--- config.mk ---
export PLATFORM = sky130hd
export DESIGN_NAME = br_pred
export DESIGN_NICKNAME = d
export VERILOG_FILES = /design/src/rtl/br_pkg.sv /design/src/rtl/br_resolve.sv /design/src/rtl/br_pred.sv
export SDC_FILE = /design/constraint.sdc
export NUM_CORES = 2
export LEC_CHECK = 0
export CORE_MARGIN = 4
export CORE_UTILIZATION = 48
export CTS_CLUSTER_SIZE = 20
export DETAILED_ROUTE_END_ITERATION = 16
export PLACE_DENSITY = 0.72
export RECOVER_POWER = 50
export REMOVE_ABC_BUFFERS = 1
export SLEW_MARGIN = 10
export SYNTH_ARGS = -nofsm -noshare
export SYNTH_HDL_FRONTEND = slang
export SYNTH_SLANG_ARGS = --single-unit
--- constraint.sdc ---
create_clock -name clk -period 6.9 [get_ports clk]
set_input_delay 1.725 -clock clk [delete_from_list [all_inputs] [get_ports clk]]
set_output_delay 1.725 -clock clk [all_outputs]
set_load 0.02 [all_outputs]
--- src/rtl/br_pkg.sv ---
// Shared definitions for the branch predictor: the 2-bit counter type,
// the branch condition codes and the saturating counter step.
package br_pkg;

  typedef enum logic [1:0] {
    SNT = 2'd0,
    WNT = 2'd1,
    WT  = 2'd2,
    ST  = 2'd3
  } counterT;

  localparam logic [2:0] F3_BEQ  = 3'b000;
  localparam logic [2:0] F3_BNE  = 3'b001;
  localparam logic [2:0] F3_BLT  = 3'b100;
  localparam logic [2:0] F3_BGE  = 3'b101;
  localparam logic [2:0] F3_BLTU = 3'b110;
  localparam logic [2:0] F3_BGEU = 3'b111;

  // Saturating step: ST holds on taken, SNT holds on not-taken.
  function automatic counterT stepCounter(input counterT cur, input logic taken);
    case (cur)
      SNT:     stepCounter = taken ? WNT : SNT;
      WNT:     stepCounter = taken ? WT  : SNT;
      WT:      stepCounter = taken ? ST  : WNT;
      ST:      stepCounter = taken ? ST  : WT;
      default: stepCounter = WNT;
    endcase
  endfunction

endpackage

--- src/rtl/br_resolve.sv ---
// Execute-stage outcome of a conditional branch or unconditional jump.
module br_resolve
  import br_pkg::*;
(
  input  logic       BranchE,
  input  logic       JumpE,
  input  logic [2:0] funct3E,
  input  logic       ZeroE,
  input  logic       ALUResultEb0,
  output logic       ActTakenE
);

  // NOTE: every output of a combinational block gets a default first so no latch is inferred.
  always_comb begin
    ActTakenE = 1'b0;
    if (BranchE) begin
      case (funct3E)
        F3_BEQ:            ActTakenE = ZeroE;
        F3_BNE:            ActTakenE = ~ZeroE;
        F3_BLT,  F3_BLTU:  ActTakenE = ALUResultEb0;
        F3_BGE,  F3_BGEU:  ActTakenE = ~ALUResultEb0;
        default:           ActTakenE = 1'b0;
      endcase
    end else if (JumpE) begin
      ActTakenE = 1'b1;
    end
  end

endmodule

--- src/rtl/br_pred.sv ---
// Direct-mapped branch target buffer with 2-bit counters, looked up at fetch
// and trained at execute, plus branch/mispredict performance counters.
module br_pred
  import br_pkg::*;
#(
  parameter int ENTRIES = 64,
  parameter int XLEN    = 32
) (
  input  logic            clk,
  input  logic            reset,
  input  logic [XLEN-1:0] PCF,
  output logic            PredTakenF,
  output logic [XLEN-1:0] PredTargetF,
  input  logic            BranchE,
  input  logic            JumpE,
  input  logic [2:0]      funct3E,
  input  logic            ZeroE,
  input  logic            ALUResultEb0,
  input  logic [XLEN-1:0] PCE,
  input  logic [XLEN-1:0] PCTargetE,
  input  logic            PredTakenE,
  input  logic [XLEN-1:0] PredTargetE,
  input  logic            StallE,
  output logic            ActTakenE,
  output logic            MispredictE,
  output logic [XLEN-1:0] RedirectPCE,
  output logic [31:0]     BranchCnt,
  output logic [31:0]     MispredCnt
);

  localparam int IDXW = $clog2(ENTRIES);
  localparam int TAGW = XLEN - IDXW - 2;

  logic            validQ  [ENTRIES];
  logic [TAGW-1:0] tagQ    [ENTRIES];
  logic [XLEN-1:0] targetQ [ENTRIES];
  counterT         ctrQ    [ENTRIES];

  logic [IDXW-1:0] fIdx, eIdx;
  logic [TAGW-1:0] fTag, eTag;
  logic            fHit, eHit;
  logic            resolveValid, wrTarget;
  logic            unusedPcBits;

  assign fIdx = PCF[IDXW+1:2];
  assign fTag = PCF[XLEN-1:IDXW+2];
  assign eIdx = PCE[IDXW+1:2];
  assign eTag = PCE[XLEN-1:IDXW+2];
  assign unusedPcBits = ^{PCF[1:0], PCE[1:0]};

  // Fetch lookup reads the stored state only; an execute write lands next cycle.
  assign fHit        = ~reset & validQ[fIdx] & (tagQ[fIdx] == fTag);
  assign PredTakenF  = fHit & (ctrQ[fIdx] >= WT);
  assign PredTargetF = fHit ? targetQ[fIdx] : PCF + XLEN'(4);

  br_resolve uResolve (
    .BranchE      (BranchE),
    .JumpE        (JumpE),
    .funct3E      (funct3E),
    .ZeroE        (ZeroE),
    .ALUResultEb0 (ALUResultEb0),
    .ActTakenE    (ActTakenE)
  );

  assign resolveValid = (BranchE | JumpE) & ~StallE;
  assign eHit         = validQ[eIdx] & (tagQ[eIdx] == eTag);
  assign MispredictE  = resolveValid &
                        ((ActTakenE != PredTakenE) |
                         (ActTakenE & PredTakenE & (PredTargetE != PCTargetE)));
  assign RedirectPCE  = ActTakenE ? PCTargetE : PCE + XLEN'(4);

  // Target is written on allocation, on a jump, and on any taken hit.
  assign wrTarget = resolveValid & ~reset & (~BranchE | ~eHit | ActTakenE);

  // NOTE: sequential state is assigned with <= so every flop samples pre-edge values.
  always_ff @(posedge clk) begin
    if (reset) begin
      for (int i = 0; i < ENTRIES; i++) begin
        validQ[i] <= 1'b0;
        ctrQ[i]   <= WNT;
      end
      BranchCnt  <= '0;
      MispredCnt <= '0;
    end else if (resolveValid) begin
      validQ[eIdx] <= 1'b1;
      if (BranchE)
        ctrQ[eIdx] <= eHit ? stepCounter(ctrQ[eIdx], ActTakenE) : (ActTakenE ? WT : WNT);
      else
        ctrQ[eIdx] <= ST;
      if (BranchCnt != '1)
        BranchCnt <= BranchCnt + 32'd1;
      if (MispredictE && (MispredCnt != '1))
        MispredCnt <= MispredCnt + 32'd1;
    end
  end

  // NOTE: tag and target arrays carry no reset; the valid bit alone qualifies them.
  always_ff @(posedge clk) begin
    if (wrTarget) begin
      tagQ[eIdx]    <= eTag;
      targetQ[eIdx] <= PCTargetE;
    end
  end

endmodule

==> key figures <==
Clock network
  • Number of buffers on the longest clock path: 4
  • Total clock buffers created by CTS: 383
  • Clock tree from TritonCTS: yes
  • Sinks on the clock net: 3,840
  • Insertion delay of the later-clocked pin in the worst-skew pair: 0.99 ns
  • Clock root buffer master: sky130_fd_sc_hd__clkbuf_16
  • CTS clk-pin slew, worst paths: 0.06 ns
  • Deepest level of the CTS H-tree: 5

Synthesis
  • Sequential element share of the synthesized area: 0.694
  • Predominant post-synthesis flop cell: sky130_fd_sc_hd__edfxtp_1
  • Number of instances in the synthesized netlist: 8,314
  • Netlist area before placement: 0.164 mm2
  • Count of flip-flops with a built-in enable after synthesis: 3,712
  • Share of synthesized flip-flops with an asynchronous set or reset: 0
  • Synth Register Bits: around 3,800
  • Number of warning messages in the yosys log: 0
  • Average cell area after synthesis: approximately 20 um2
  • Count of unique library cells instantiated by Yosys: 93

Timing
  • Transition time of the tightest slew-check pin: between 5 and 6 ns
  • Worst slew margin relative to its limit: -2.35
  • Hold Vio Cnt, Final: 0
  • Minimum clock period: 7.53 ns
  • Setup slack after layout: -0.628 ns
  • Unrepaired setup endpoints after global routing: true
  • Share of the clock period used by the worst path after layout: 1.09
  • Setup-failing EPs final: 556
  • Final setup skew: 0.0694 ns
  • Final Max Slew Viols: 3,283
  • Achievable frequency: between 0.1 and 0.15 GHz

Worst setup path
  • Maximum fanout count along the critical path: 65
  • CP Data Arrival Time: 5.80 ns
  • Data required time of the critical path: between 5 and 6 ns
  • Kind of critical path: input pin to output pin
  • Worst setup EP type: output pin
  • RR Startpoint: tagQ[23][1]
  • Endpoint of the lowest-slack register-to-register path: tagQ[11][20]
  • Register-to-register setup slack: 1.84 ns
  • Startpoint type of the worst setup path: input pin
  • Number of cells on the worst reg-to-reg path: 15

Hold path
  • Hold_sp: validQ[20]
  • HP Class: register to register
  • Cell depth of the worst hold path: 2
  • Endpoint, Worst Hold: validQ[20]

Route
  • Drt pass-1 iters: 6
  • Number of design-rule violations left by the first detailed-router iteration: 19,457
  • Via count: a little over 100k
  • Residual antenna-violating net count after detailed routing: 0
  • Routed wire length per instance: 43.6 um
  • Mean number of vias per cell: 7.09
  • Residual DRC count: 0
  • Total wire length after detailed routing: 622,000 um

Floorplanning
  • Floorplan Core Area: roughly 0.34 mm2
  • Total Die Area: 0.352 mm2
  • IO Pins: 270
  • Starting Density: 0.483
  • Die Span Y: around 590 um
  • Standard-cell row count: 214
  • Die width: ~600 um

Power
  • Static leakage: ~0.063 uW
  • Total power per unit cell area: 260 mW/mm2
  • Max IR drop VDD: 0.000284 V
  • PnR Total Power: between 50,000 and 60,000 uW

Outcome
  • Failing checks: capacitance limit, slew limit, setup timing
  • Result of the run: finished, violations left

Global route
  • Number of antenna violations at the first check in global routing: 34
  • Tot GR Track Use: 0.350
  • Global-route wire length before repair: between 800,000 and 900,000 um
  • Maximum number of pins on one net before global-route repair: ~120
  • Global route total overflow: 0
  • Via count of the first global-routing pass: 98,146

Place
  • Port bufs: 269
  • Number of placed instances with taps included: approximately 14,000
  • Placed standard-cell area: 0.181 mm2
  • Sum of net half-perimeters after detailed placement: between 300,000 and 400,000 um
  • RD Place Congestion: between 0.9 and 1

Layout
  • Fin nets: 9,529
  • Design Area, Final: 0.194 mm2
  • Non-filler instance count after layout: 14,273
  • Share of the core filled with cells in the final layout: 0.571
  • Fraction of layout cells with a size suffix above 1: 0.318
  • Syn-to-layout area delta: 18.2%

Job
  • Maximum Capacitance Violations: 52
cell usage in the layout (no fill, tap or decap), types with 56 or more instances in the layout:
| cell | netlist | final |
|---|---|---|
| sky130_fd_sc_hd__mux4_2 | 1333 | 1333 |
| sky130_fd_sc_hd__inv_1 | 81 | 79 |
| sky130_fd_sc_hd__nor2_4 | 1 | 68 |
| sky130_fd_sc_hd__o22ai_1 | 61 | 59 |
| sky130_fd_sc_hd__nand2b_1 | 80 | 80 |
| sky130_fd_sc_hd__buf_4 | 38 | 603 |
| sky130_fd_sc_hd__buf_12 | 2 | 334 |
| sky130_fd_sc_hd__edfxtp_1 | 3712 | 3712 |
| sky130_fd_sc_hd__nand3_1 | 164 | 162 |
| sky130_fd_sc_hd__mux2_2 | 59 | 56 |
| sky130_fd_sc_hd__xnor2_1 | 122 | 115 |
| sky130_fd_sc_hd__clkinv_2 | 0 | 63 |
| sky130_fd_sc_hd__clkbuf_1 | 241 | 192 |
| sky130_fd_sc_hd__dfxtp_1 | 128 | 128 |
| sky130_fd_sc_hd__clkinv_1 | 1 | 91 |
| sky130_fd_sc_hd__xor2_1 | 76 | 72 |
| sky130_fd_sc_hd__mux2i_1 | 400 | 396 |
| sky130_fd_sc_hd__a22oi_1 | 164 | 164 |
| sky130_fd_sc_hd__clkdlybuf4s50_1 | 0 | 82 |
| sky130_fd_sc_hd__dlygate4sd3_1 | 0 | 64 |
| sky130_fd_sc_hd__o21ai_0 | 177 | 166 |
| sky130_fd_sc_hd__nand2_1 | 247 | 246 |
| sky130_fd_sc_hd__a221oi_1 | 95 | 95 |
| sky130_fd_sc_hd__clkbuf_16 | 0 | 390 |
| sky130_fd_sc_hd__a21oi_1 | 98 | 95 |
| sky130_fd_sc_hd__nor2_1 | 314 | 245 |
Yosys cell counts, types with 17 or more instances:
cell,n,area share
sky130_fd_sc_hd__inv_1,81,0.0019
sky130_fd_sc_hd__nor2_1,314,0.0072
sky130_fd_sc_hd__o21ai_0,177,0.0054
sky130_fd_sc_hd__buf_1,49,0.0011
sky130_fd_sc_hd__clkbuf_1,241,0.0055
sky130_fd_sc_hd__buf_6,44,0.0030
sky130_fd_sc_hd__nand4_1,46,0.0018
sky130_fd_sc_hd__a22oi_1,164,0.0075
sky130_fd_sc_hd__xor2_1,76,0.0041
sky130_fd_sc_hd__mux2i_1,400,0.024
sky130_fd_sc_hd__and3_1,34,0.0013
sky130_fd_sc_hd__nor3_1,38,0.0012
sky130_fd_sc_hd__a221oi_1,95,0.0051
sky130_fd_sc_hd__mux2_2,59,0.0040
sky130_fd_sc_hd__buf_4,38,0.0017
sky130_fd_sc_hd__dfxtp_1,128,0.016
sky130_fd_sc_hd__a21oi_1,98,0.0030
sky130_fd_sc_hd__nor4_1,21,0.00080
sky130_fd_sc_hd__xnor2_1,122,0.0065
sky130_fd_sc_hd__buf_2,200,0.0061
sky130_fd_sc_hd__edfxtp_1,3712,0.68
sky130_fd_sc_hd__nand2_1,247,0.0056
sky130_fd_sc_hd__nand3_1,164,0.0050
sky130_fd_sc_hd__nor2b_1,20,0.00076
sky130_fd_sc_hd__o22ai_1,61,0.0023
sky130_fd_sc_hd__o211ai_1,17,0.00078
sky130_fd_sc_hd__o221ai_1,21,0.0011
sky130_fd_sc_hd__nand2b_1,80,0.0030
sky130_fd_sc_hd__mux4_2,1333,0.18
logic make-up (layout without fill, tap and decap cells):
group | count (synthesis) | after routing | synth area share
flops | 3840 | 3840 | 0.694
mux | 1811 | 1811 | 0.213
simple gates | 1057 | 1057 | 0.0313
compound gates | 744 | 744 | 0.0309
buf+inv | 659 | 2048 | 0.0197
xor+xnor | 198 | 198 | 0.0106
fa+ha+maj | 5 | 5 | 0.000381
other cells | 0 | 34 | 0
sequential cells by signal, indices dropped and copies added, names as in the netlist:
name	cells
tagQ	1536
targetQ	2048
MispredCnt	32
validQ	64
BranchCnt	32
ctrQ	128
worst max-delay path by stage:
stage,startpoint,to,slack (ns),depth (start not counted)
after floorplan,PCF[5],PredTargetF[13],-4.64,10
after global placement,PCF[2],PredTargetF[18],-1.32,16
after detailed placement,PCF[2],PredTargetF[18],-1.25,16
after CTS,PCF[2],PredTargetF[12],-0.57,16
after global routing,PCF[2],PredTargetF[31],-0.60,16
final,PCF[3],PredTargetF[28],-0.63,13
power breakdown:
group	switching (uW)	internal [uW]	total (uW)	leakage [uW]
sequential	44.5	25700	25700	0.0346
clock	9150	11600	20700	0.00591
combinational	2490	1640	4130	0.0223
stage by stage:
step / hold slack (ns) / TNS (ns) / setup WS, ns
6_report: 0.490 / -48.12 / -0.628
5_1_grt: 0.507 / -85.74 / -0.603
4_1_cts: 0.488 / -15.13 / -0.567
3_5_place_dp: 0.477 / -240.80 / -1.25
3_3_place_gp: 0.465 / -102.93 / -1.32
2_1_floorplan: 0.447 / -4501.45 / -4.64
critical path, stage by stage:
cell	delay, ns
sky130_fd_sc_hd__buf_8	0.25
sky130_fd_sc_hd__buf_12	0.30
sky130_fd_sc_hd__buf_12	0.44
sky130_fd_sc_hd__ha_1	0.44
sky130_fd_sc_hd__nand2_1	0.25
sky130_fd_sc_hd__nor4_1	0.39
sky130_fd_sc_hd__and3_1	0.25
sky130_fd_sc_hd__nand2b_1	0.10
sky130_fd_sc_hd__nor2_1	0.22
sky130_fd_sc_hd__nand2_1	0.12
sky130_fd_sc_hd__xnor2_2	0.64
sky130_fd_sc_hd__mux2_2	0.34
sky130_fd_sc_hd__buf_12	0.12
layout make-up:
cell class              instances  area (um2)
diodes                         34        85.1
inverters                      83         327
multi-input cells            3815       48000
clock buffers                 467       10100
clock inverters               236        2140
fillers                     24696      146000
flip-flops and latches       3840      114000
well taps                    4536        5680
repair buffers               1262       14000
layer usage:
metal | vias up | track usage | share of wire
met2 | 9475 | 0.500 | 0.43
li1 | 37187 | - | -
met5 | - | 0 | 0.00028
met1 | 52428 | 0.453 | 0.33
met4 | 22 | 0.231 | 0.084
met3 | 2038 | 0.126 | 0.15
what timing repair did:
item / 4_1_cts / 5_1_grt
gates cloned: 6 / 1
buffers inserted: 16 / 6
hold buffers: 0 / 0
endpoints found under the setup margin: 35 / 40
pin swaps: 6 / 2
resized for setup: 122 / 31
Power figures use the tool's default switching activity.
